`src/rtl/mux_scan.sv`:
```
// mux_scan: N-channel, W-bit registered multiplexer.
// In manual mode the host loads the channel select. In scan mode the select
// steps round-robin through the channels and holds each one for DWELL cycles.
// The output data is registered one cycle behind cur_sel. out_valid marks the
// cycle in which out first shows a newly selected channel. wrap pulses when a
// scan rotation returns to channel 0.
module mux_scan #(
    parameter int WIDTH    = 8,
    parameter int CHANNELS = 4,
    parameter int SEL_W    = 2,
    parameter int DWELL    = 4
) (
    input  logic                      clk,
    input  logic                      rst,
    input  logic [CHANNELS*WIDTH-1:0] in_bus,
    input  logic [SEL_W-1:0]          sel,
    input  logic                      load,
    input  logic                      mode,
    output logic [WIDTH-1:0]          out,
    output logic                      out_valid,
    output logic [SEL_W-1:0]          cur_sel,
    output logic                      wrap
);

    // DWELL is at most 65535, so the dwell count (0..DWELL-1) fits in 16 bits.
    localparam int                 CNT_W     = 16;
    localparam logic [CNT_W-1:0]   CNT_LAST  = CNT_W'(DWELL - 1);
    localparam logic [SEL_W-1:0]   SEL_LAST  = SEL_W'(CHANNELS - 1);
    // One extra bit so the limit is still representable when CHANNELS == 2**SEL_W.
    localparam logic [SEL_W:0]     SEL_LIMIT = (SEL_W + 1)'(CHANNELS);

    logic [CNT_W-1:0] cnt;
    logic [CNT_W-1:0] cnt_next;
    logic [SEL_W-1:0] sel_next;
    logic             wrap_next;
    logic             sel_ok;
    // Set when cur_sel took a new value at the last edge (or right after reset),
    // so out_valid drops in the cycle out first shows that channel.
    logic             changed;
    logic [WIDTH-1:0] sel_data;

    assign sel_ok = ({1'b0, sel} < SEL_LIMIT);

    // Pick the slice of in_bus addressed by the current select.
    always_comb begin
        // NOTE: every signal written in an always_comb gets a default first, so no path leaves it unassigned and no latch is inferred.
        sel_data = '0;
        for (int k = 0; k < CHANNELS; k++) begin
            if (cur_sel == SEL_W'(k)) begin
                sel_data = in_bus[k*WIDTH +: WIDTH];
            end
        end
    end

    // Next select, dwell count and wrap: a valid load beats a scheduled step.
    always_comb begin
        sel_next  = cur_sel;
        cnt_next  = '0;
        wrap_next = 1'b0;
        if (mode) begin
            if (load && sel_ok) begin
                sel_next = sel;
            end else if (cnt == CNT_LAST) begin
                sel_next  = (cur_sel == SEL_LAST) ? '0 : cur_sel + SEL_W'(1);
                wrap_next = (cur_sel == SEL_LAST);
            end else begin
                cnt_next = cnt + CNT_W'(1);
            end
        end else if (load && sel_ok) begin
            sel_next = sel;
        end
    end

    // State and output registers with synchronous reset.
    always_ff @(posedge clk) begin
        // NOTE: sequential state uses non-blocking assignments so every register samples pre-edge values.
        if (rst) begin
            cur_sel   <= '0;
            cnt       <= '0;
            out       <= '0;
            out_valid <= 1'b0;
            wrap      <= 1'b0;
            changed   <= 1'b1;
        end else begin
            cur_sel   <= sel_next;
            cnt       <= cnt_next;
            out       <= sel_data;
            out_valid <= ~changed;
            wrap      <= wrap_next;
            changed   <= (sel_next != cur_sel);
        end
    end

endmodule

```
`config.mk`:
```
export PLATFORM = sky130hd
export DESIGN_NAME = mux_scan
export DESIGN_NICKNAME = d
export VERILOG_FILES = /design/src/rtl/mux_scan.sv
export SDC_FILE = /design/constraint.sdc
export NUM_CORES = 1
export LEC_CHECK = 0
export ABC_AREA = 1
export ABC_CLOCK_PERIOD_IN_PS = 1500
export BUFFER_PORTS_ARGS = -buffer_cell sky130_fd_sc_hd__buf_4
export CORE_MARGIN = 8
export CORE_UTILIZATION = 44
export CTS_CLUSTER_DIAMETER = 60
export DETAILED_ROUTE_END_ITERATION = 10
export PLACE_DENSITY = 0.76
export RECOVER_POWER = 100
export SLEW_MARGIN = 15
export SYNTH_ARGS = -nofsm -noshare
export SYNTH_HDL_FRONTEND = slang
export SYNTH_SLANG_ARGS = --single-unit
```
`constraint.sdc`:
```
create_clock -name clk -period 1.5 [get_ports clk]
set_clock_uncertainty 0.05 [all_clocks]
set_input_delay 0.225 -clock clk [delete_from_list [all_inputs] [get_ports clk]]
set_output_delay 0.225 -clock clk [all_outputs]
set_load 0.005 [all_outputs]
```
# Word-level counts from Yosys, hierarchy flattened
# Index checks and enable logic that the tools add are counted.
[word_totals]
mem_bits_ro = 0
mem_bits_rw = 0
latch_bits = 0
input_bits = 38
register_bits = 29
memories = 0
[classes]
n_lt_le_gt_ge = 0
shifts = 0
reduce_logical = 3
div = 0
n_mux = 9
bitwise = 3
n_mul = 0
addsub = 2
eq_ne = 5
[op_table]
columns = ["operator", "count"]
rows = [
  ["8-bit 2-to-1 mux", 4],
  ["16-bit by 1-bit adder with 16-bit output (second input constant)", 1],
  ["16-bit by 2-bit == test with 1-bit output (second input constant)", 1],
  ["2-bit 2-to-1 mux", 5],
  ["4-bit OR reduction", 2],
  ["2-bit == test (second input constant)", 2],
  ["1-bit inverter", 3],
  ["2-bit by 1-bit adder with 2-bit output (second input constant)", 1],
  ["2-bit by 1-bit == test with 1-bit output (second input constant)", 1],
  ["2-bit zero test", 1],
  ["2-bit != test", 1],
]

# Logic depth before layout (Yosys ltp)
# Gate-level depths: netlist (run 1).
[depth]
word_depth = 6
ltp_mapped = 13
depth_no_buf = 13

# Worst setup path before layout (run 1)
# Ideal clock, no wire load.
[synth_path]
kind = "flip-flop to flip-flop"
start = "register cur_sel[1]"
end = "register out[4]"
setup_slack_ns = -0.078
arrival_ns = 1.458
stages_incl_launch_ff = 9
path_buffers = 1
cell_sequence = "dfxtp_1 -> inv_1 -> ha_1 -> buf_2 -> nor2_1 -> nand2_1 -> a21oi_1 -> a21oi_1 -> a21oi_1"
[synth_via]
elab_chain_cells = 5
[synth_lines]
columns = ["item", "line_no", "rtl"]
rows = [
  ["from (decl)", "21", "output logic [SEL_W-1:0] cur_sel,"],
  ["from (signal assigned)", "85", "cur_sel <= sel_next;"],
  ["2-bit zero test", "49", "if (cur_sel == SEL_W'(k)) begin"],
  ["8-bit 2-to-1 mux (3 in a row)", "49", ""],
  ["8-bit 2-to-1 mux *", "49", ""],
  ["to (signal assigned)", "87", "out <= sel_data;"],
  ["to (decl)", "19", "output logic [WIDTH-1:0] out,"],
]
# Every way passes the cells marked *; elsewhere a longest branch is shown, timed or not.
# A chain may end at the register's enable or synchronous reset.

# Worst setup path after layout (run 1)
[layout_path]
start = "register cnt[1]"
end = "register cur_sel[0]"
[layout_via]
elab_chain_cells = 4
[layout_lines]
columns = ["item", "line_no", "rtl"]
rows = [
  ["from (decl)", "32", "logic [CNT_W-1:0] cnt;"],
  ["from (signal assigned)", "86", "cnt <= cnt_next;"],
  ["16-bit by 2-bit == test with 1-bit output", "63", "end else if (cnt == CNT_LAST) begin"],
  ["2-bit 2-to-1 mux", "63", ""],
  ["2-bit 2-to-1 mux", "61", "if (load && sel_ok) begin"],
  ["2-bit 2-to-1 mux", "60", "if (mode) begin"],
]
# No other way between the ends.

==> flow_summary.ini, run 1 <==
[routing]
wl_um = 3980
drcViolationCount = 0
drt_pass1_iterations = 4
wl_per_cell_um = 12.4
via_count = 1527
drt_iter0_drc = 60
ant_nets = 0
viasPerCell = 4.76

[critical_path]
cpPeakStageDelay_ps = 370
crit_path_top_delay_cell = dfxtp_2
critPathBufInv = 2
cp-startpoint = cnt[1]
startpoint_type = flop
path_class = flop to flop
cp.required_ps = 1710
r2r_start = cnt[1]
cp_top_family = simple AND/OR/NAND/NOR gates
cpMostUsedCell = nor2_4
cp_data_arrival_time_ps = 1730
worst_setup_path_end_kind = flop
path_cells = ha_4 > inv_4 > nor2_4 > nand2_2 > nor2_4 > nand3_2 > o21ai_1 > nand2_1 > buf_4 > a21oi_2
cp_max_fo = 3

[power_and_ir_drop]
switching_share_pct = 25.0
p_comb_share_pct = 17.5
power.internal_mw = 1.17
peakVddDrop_mv = 0.470
powerDensity_nw_per_um2 = 714
pwr-share-clk_pct = 30.7
p_seq_share_pct = 51.8
p_switching_mw = 0.391
leakage_nw = 0.977

[global_route]
grt_pass1_wl_um = 6020
top_usage_layer = met2
use_met1_pct = 15.4
track_usage_pct = 14.1
overflow = 0
use_met3_pct = 3.41
antenna_found_initial = 0
grtUsageMet2_pct = 24.8
grt_pass1_vias = 1431
grt_max_degree = 18

[synthesis]
postSynthCellCount = 203
syn-num-nets = 246
yosys.area.top_type = dfxtp_1
synth_area_um2 = 1470
synth.yosys.warnings = 0
yosys_most_used_dff = dfxtp_1
synth_seq_cells = 29
async_flop_share_pct = 0
synthTopCellsByArea = dfxtp_1, a21oi_1, nand2_1
synth_edf_count = 0
synth_top_area_share_pct = 39.4
avgSynthCellArea_um2 = 7.26
yosysSeqAreaShare_pct = 39.4
ys_types = 31

[sta]
worst_slack_ps = -21.8
relSlewSlack_pct = 80.3
worst_slew_pin_slew_ps = 296
fmax_mhz = 657
period_minus_slack_ps = 1520
slew_viol_final = 0
setup-tns-final_ps = -62.4
finalHoldViolCount = 0
fin_crit_sh_pct = 101
rsz0062_at_grt = yes
setup_viol = 4

[outcome]
violations = negative setup slack
status = finished, violations left

[finish]
nets = 318
fin_util_pct = 66.7
drive_gt1_share_pct = 40.4
final_cells = 321
area_growth_pct = 48.6
num_antenna_cells = 0

[floorplanning]
rows = 21
die_w_um = 73.9
die_area_um2 = 5460
core_um2 = 3280
pin_count = 50
start_util_pct = 44.9
die_y_um = 73.9

[clocking]
clock_latency_ps = 320
clk_pin_slew_worst_paths_ps = 90
cts_sinks = 29
numCtsBuffers = 5
clk_path_buf_depth = 2
cts_tree = yes
cts.htree.levels = 2
cts_root_buffer = clkbuf_4

[placement]
place_congestion = 0.777
place_hpwl_um = 2920
dp_cells = 309
port_buffers = 49

[worst_hold_path]
min-delay-start = rst
hp-class = input pin to flop

[run]
drv_cap = 0
-- cell usage after synthesis (2+ instances only) --
| master | instances |
|---|---|
| nand4_2 | 2 |
| nor2_1 | 23 |
| xor2_1 | 4 |
| a21oi_1 | 32 |
| nand3_2 | 2 |
| nor3_1 | 2 |
| clkbuf_1 | 4 |
| or2_2 | 2 |
| o21ai_0 | 9 |
| nand2_2 | 2 |
| dfxtp_1 | 29 |
| nand2_1 | 42 |
| buf_2 | 2 |
| o21a_1 | 2 |
| inv_1 | 16 |
| nand3_1 | 9 |
| nor2_2 | 3 |
| ha_1 | 5 |
-- worst register-to-register path, delay by kind of cell, from the launching register on --
kind                       cells  cell delay [ps]
buffers and inverters          2              190
adders and majority gates      1              150
and+or+nand+nor                5              470
AOI/OAI and AO/OA              2              240
DFF                            1              370
-- per-layer routing --
layer	share of wire, %	vias to the layer above
met3	3.3	7
met5	0	-
met1	42	688
met4	1.6	0
li1	-	804
met2	53	28
-- power by group through the flow --
stage               Clock, mW  Combinational [mW]  Sequential [mW]
floorplan                   0               0.105            0.830
global placement            0               0.259            0.826
detailed placement          0               0.264            0.826
CTS                     0.492               0.270            0.809
global route            0.528               0.307            0.812
finish                  0.480               0.273            0.809
-- per-stage QoR --
step           area, um2  setup WS (ps)  total power, mW  hold slack (ps)
2_1_floorplan       1480           10.4            0.935              242
3_3_place_gp        2000          -38.5             1.08              341
3_5_place_dp        2000          -99.8             1.09              326
4_1_cts             2100          -91.3             1.57             5.54
5_1_grt             2190           -113             1.65            0.176
6_report            2190          -21.8             1.56             3.30
-- what timing repair did --
| action | CTS | global route |
|---|---|---|
| buffers inserted | 0 | 6 |
| setup endpoints to repair | 16 | 26 |
| gates resized for setup | 10 | 24 |
| hold buffers | 0 | 0 |
| pin swaps | 8 | 15 |
-- layout make-up --
class	count	area, um2
flip-flops and latches	29	591
repair buffers	71	518
multi-input cells	151	900
clock buffers	7	55.1
fillers	282	1090
inverters	17	68.8
well taps	46	57.6
-- layout by cell type (no fill, tap or decap), types with 2 or more instances in the layout --
cell / synthesis / final
xor2_1: 4 / 4
inv_4: 0 / 2
a21oi_1: 32 / 30
a21oi_2: 0 / 2
nand2_1: 42 / 40
nor3_1: 2 / 2
o21ai_0: 9 / 9
inv_2: 1 / 3
nor2_2: 3 / 4
o21a_1: 2 / 2
nand3_2: 2 / 4
nand2_2: 2 / 4
clkbuf_1: 4 / 6
nor2_1: 23 / 19
dfxtp_2: 0 / 5
nand3_1: 9 / 6
inv_1: 16 / 12
ha_1: 5 / 2
nor2_4: 1 / 4
dfxtp_1: 29 / 23
ha_2: 0 / 2
buf_4: 0 / 59
or2_2: 2 / 2
clkbuf_4: 0 / 11
-- final timing paths --
check | depth (start not counted) | endpoint | slack (ps)
hold / removal | 2 | cur_sel[0] | 3
hold reg to reg | 1 | out_valid | 350
setup reg to reg | 10 | cur_sel[0] | -20
setup / recovery | 10 | cur_sel[0] | -20
-- flip-flops by register name, summed over array words and instances (netlist names) --
name,cells
wrap,1
out_valid,1
changed,1
out,8
cur_sel,2
cnt,16
-- logic make-up (layout without fill, tap and decap cells) --
| family | count (synthesis) | in the layout | share of synthesized area, % |
|---|---|---|---|
| DFF | 29 | 29 | 39.4 |
| and+or+nand+nor | 96 | 96 | 31.6 |
| buffers and inverters | 23 | 95 | 6.03 |
| AOI/OAI and AO/OA | 45 | 45 | 15.8 |
| xor gates and xnor gates | 5 | 5 | 2.97 |
| adders and majority gates | 5 | 5 | 4.24 |
(Power assumes the default switching activity.)
==> inputs of run 2 (changes only) <==
--- a/config.mk
+++ b/config.mk
@@ -5,7 +5,6 @@
 export SDC_FILE = /design/constraint.sdc
 export NUM_CORES = 1
 export LEC_CHECK = 0
-export ABC_AREA = 1
 export ABC_CLOCK_PERIOD_IN_PS = 1500
 export BUFFER_PORTS_ARGS = -buffer_cell sky130_fd_sc_hd__buf_4
 export CORE_MARGIN = 8
@@ -14,6 +13,7 @@
 export DETAILED_ROUTE_END_ITERATION = 10
 export PLACE_DENSITY = 0.76
 export RECOVER_POWER = 100
+export SKIP_CTS_REPAIR_TIMING = 1
 export SLEW_MARGIN = 15
 export SYNTH_ARGS = -nofsm -noshare
 export SYNTH_HDL_FRONTEND = slang
==> run 2 against run 1 <==
Effect of this change:
- the flow still finishes with violations (negative setup slack)
- combinational power rose by 28%
- core utilization grew 4.1 points
- non-clock buffer count rose by 3
- global-route usage grew 1.1 points
- register-to-register slack better by 20 ps
- via count down 2.3%
- cell count is 9.7% lower
- sequential power hardly changed
- clock power rose by 14%
- synthesized cell count shrank 16%
- first-iteration DRC count is 1.7% lower
- sequential cell count unchanged
- critical path type unchanged
- largest cell class unchanged
==> flow_summary.ini, run 2 <==
[clocking]
cts_root_buffer = clkbuf_4
cts_sinks = 29
numCtsBuffers = 5
clk_pin_slew_worst_paths_ps = 100
cts.htree.levels = 2
clk_path_buf_depth = 2
cts_tree = yes
clock_latency_ps = 340

[sta]
relSlewSlack_pct = 79.3
finalHoldViolCount = 0
rsz0062_at_grt = yes
worst_slack_ps = -5.51
setup_viol = 2
worst_slew_pin_slew_ps = 311
slew_viol_final = 0
fin_crit_sh_pct = 100
fmax_mhz = 664
period_minus_slack_ps = 1510
fin_hold_ws_ps = 87.5

[finish]
regMostFlops = cnt
final_common_cell = buf_4
area_growth_pct = 58.0
final_cell_mix = buf_4, nor2_1, dfxtp_1
final_cells = 290
reg_top3 = cnt x16, out x8, cur_sel x2
largest_reg_flops = 16
nets = 286
num_antenna_cells = 0
drive_gt1_share_pct = 47.5
stdcell_area_um2 = 2310

[worst_hold_path]
hp-class = input pin to flop

[synthesis]
syn-num-nets = 213
synth_fa_ha_area_share_pct = 4.28
synth_edf_count = 0
synthTopCellsByCount = dfxtp_1, nor2_1, inv_1, nand2_1, a21oi_1
avgSynthCellArea_um2 = 8.59
synth_compound_area_share_pct = 17.7
synth_area_um2 = 1460
synth_top_area_share_pct = 39.8
ys_types = 33
synthTopCellsByArea = dfxtp_1, xor2_1, nor2_1
synthMuxAreaShare_pct = 1.37
yosysSeqAreaShare_pct = 39.8
synthSimpleGateAreaFrac_pct = 22.5
synth_seq_cells = 29
yosysMostFrequentCell = dfxtp_1
yosys.area.top_type = dfxtp_1
async_flop_share_pct = 0
synth_top_family_by_area = simple AND/OR/NAND/NOR gates
yosys_most_used_dff = dfxtp_1
synth.yosys.warnings = 0
postSynthCellCount = 170
synthXorXnorAreaFrac_pct = 7.80

[routing]
wl_um = 4320
drt_iter0_drc = 59
viasPerCell = 5.14
drcViolationCount = 0
wl_per_cell_um = 14.9
via_count = 1492
drt_pass1_iterations = 4
ant_nets = 0

[placement]
dp_cells = 280
place_congestion = 0.811
postPlaceCellArea_um2 = 2060
place_ws_ps = -120
port_buffers = 49
place_hpwl_um = 3000

[global_route]
grt_pass1_vias = 1375
track_usage_pct = 15.1
overflow = 0
grt_pass1_wl_um = 6370
grt_max_degree = 19
antenna_found_initial = 0

[run]
drv_cap = 0

[power_and_ir_drop]
leakage_nw = 0.998
power_mw = 1.70
peakVddDrop_mv = 0.522
powerDensity_nw_per_um2 = 737

[critical_path]
startpoint_type = flop
cp_data_arrival_time_ps = 1730
worst_setup_path_end_kind = flop
cp.required_ps = 1730
cp_max_fo = 7
path_class = flop to flop

[floorplanning]
die_y_um = 73.6
core_um2 = 3260
rows = 21
pin_count = 50
die_w_um = 73.6
start_util_pct = 44.8
die_area_um2 = 5420

[outcome]
violations = negative setup slack
status = finished, violations left
[run 2: cell count changes after synthesis, sizes merged, moves of 5 or more]
cell / before / now
nand2: 44 / 13
a21oi: 32 / 12
a211o: 0 / 8
nor2: 27 / 19
a221oi: 0 / 7
o21ai: 10 / 4
nand3: 11 / 6
xor2: 4 / 9
[run 2: power breakdown]
group          total [mW]  internal [mW]  switching (mW)
sequential          0.806          0.794          0.0124
combinational       0.350          0.199           0.151
clock               0.545          0.271           0.273
[run 2: metrics by stage]
step | util, % | setup TNS (ps)
floorplan | - | 0
global placement | 63.1 | -23.8
detailed placement | 63.1 | -196
CTS | 65.3 | -261
global route | 70.8 | -591
finish | 70.8 | -9.55
[run 2: area by class of cell]
cell class	count	area (um2)
clock buffer	7	65.1
clock inverter	1	5.00
fill	252	951
inverter	14	52.6
multi-input combinational	119	956
sequential	29	607
tap	46	57.6
timing repair buffer	74	564
[run 2: worst max-delay path, cell delays in order (launching register included)]
cell	delay, ps
dfxtp_4	370
inv_2	50
ha_2	190
nor2b_4	270
a221oi_2	100
a211o_1	300
a21oi_2	130
[run 2: final timing paths]
path / from / end / slack, ps / cells after the start
worst max-delay path: cur_sel[1] / out[3] / -6 / 6
worst min-delay path: in_bus[31] / out[7] / 90 / 3
worst max register to register: cur_sel[1] / out[3] / -6 / 6
worst min register to register: changed / out_valid / 340 / 1
[run 2: per-layer routing]
| layer | track usage (%) | share of wire [%] | up-vias | wire (um) |
|---|---|---|---|---|
| li1 | - | - | 750 | - |
| met1 | 16.7 | 42 | 685 | 1800 |
| met2 | 24.4 | 48 | 49 | 2080 |
| met3 | 7.09 | 8.9 | 8 | 384 |
| met4 | 5.99 | 1.3 | 0 | 58 |
| met5 | 0 | 0 | - | 0 |
[run 2: cell families (layout without fill, tap and decap cells)]
logic type	count (synthesis)	after routing
xor gates and xnor gates	13	13
buffers and inverters	22	96
AOI/OAI and AO/OA	37	37
adders and majority gates	5	5
muxes	2	2
and+or+nand+nor	62	62
DFF	29	29
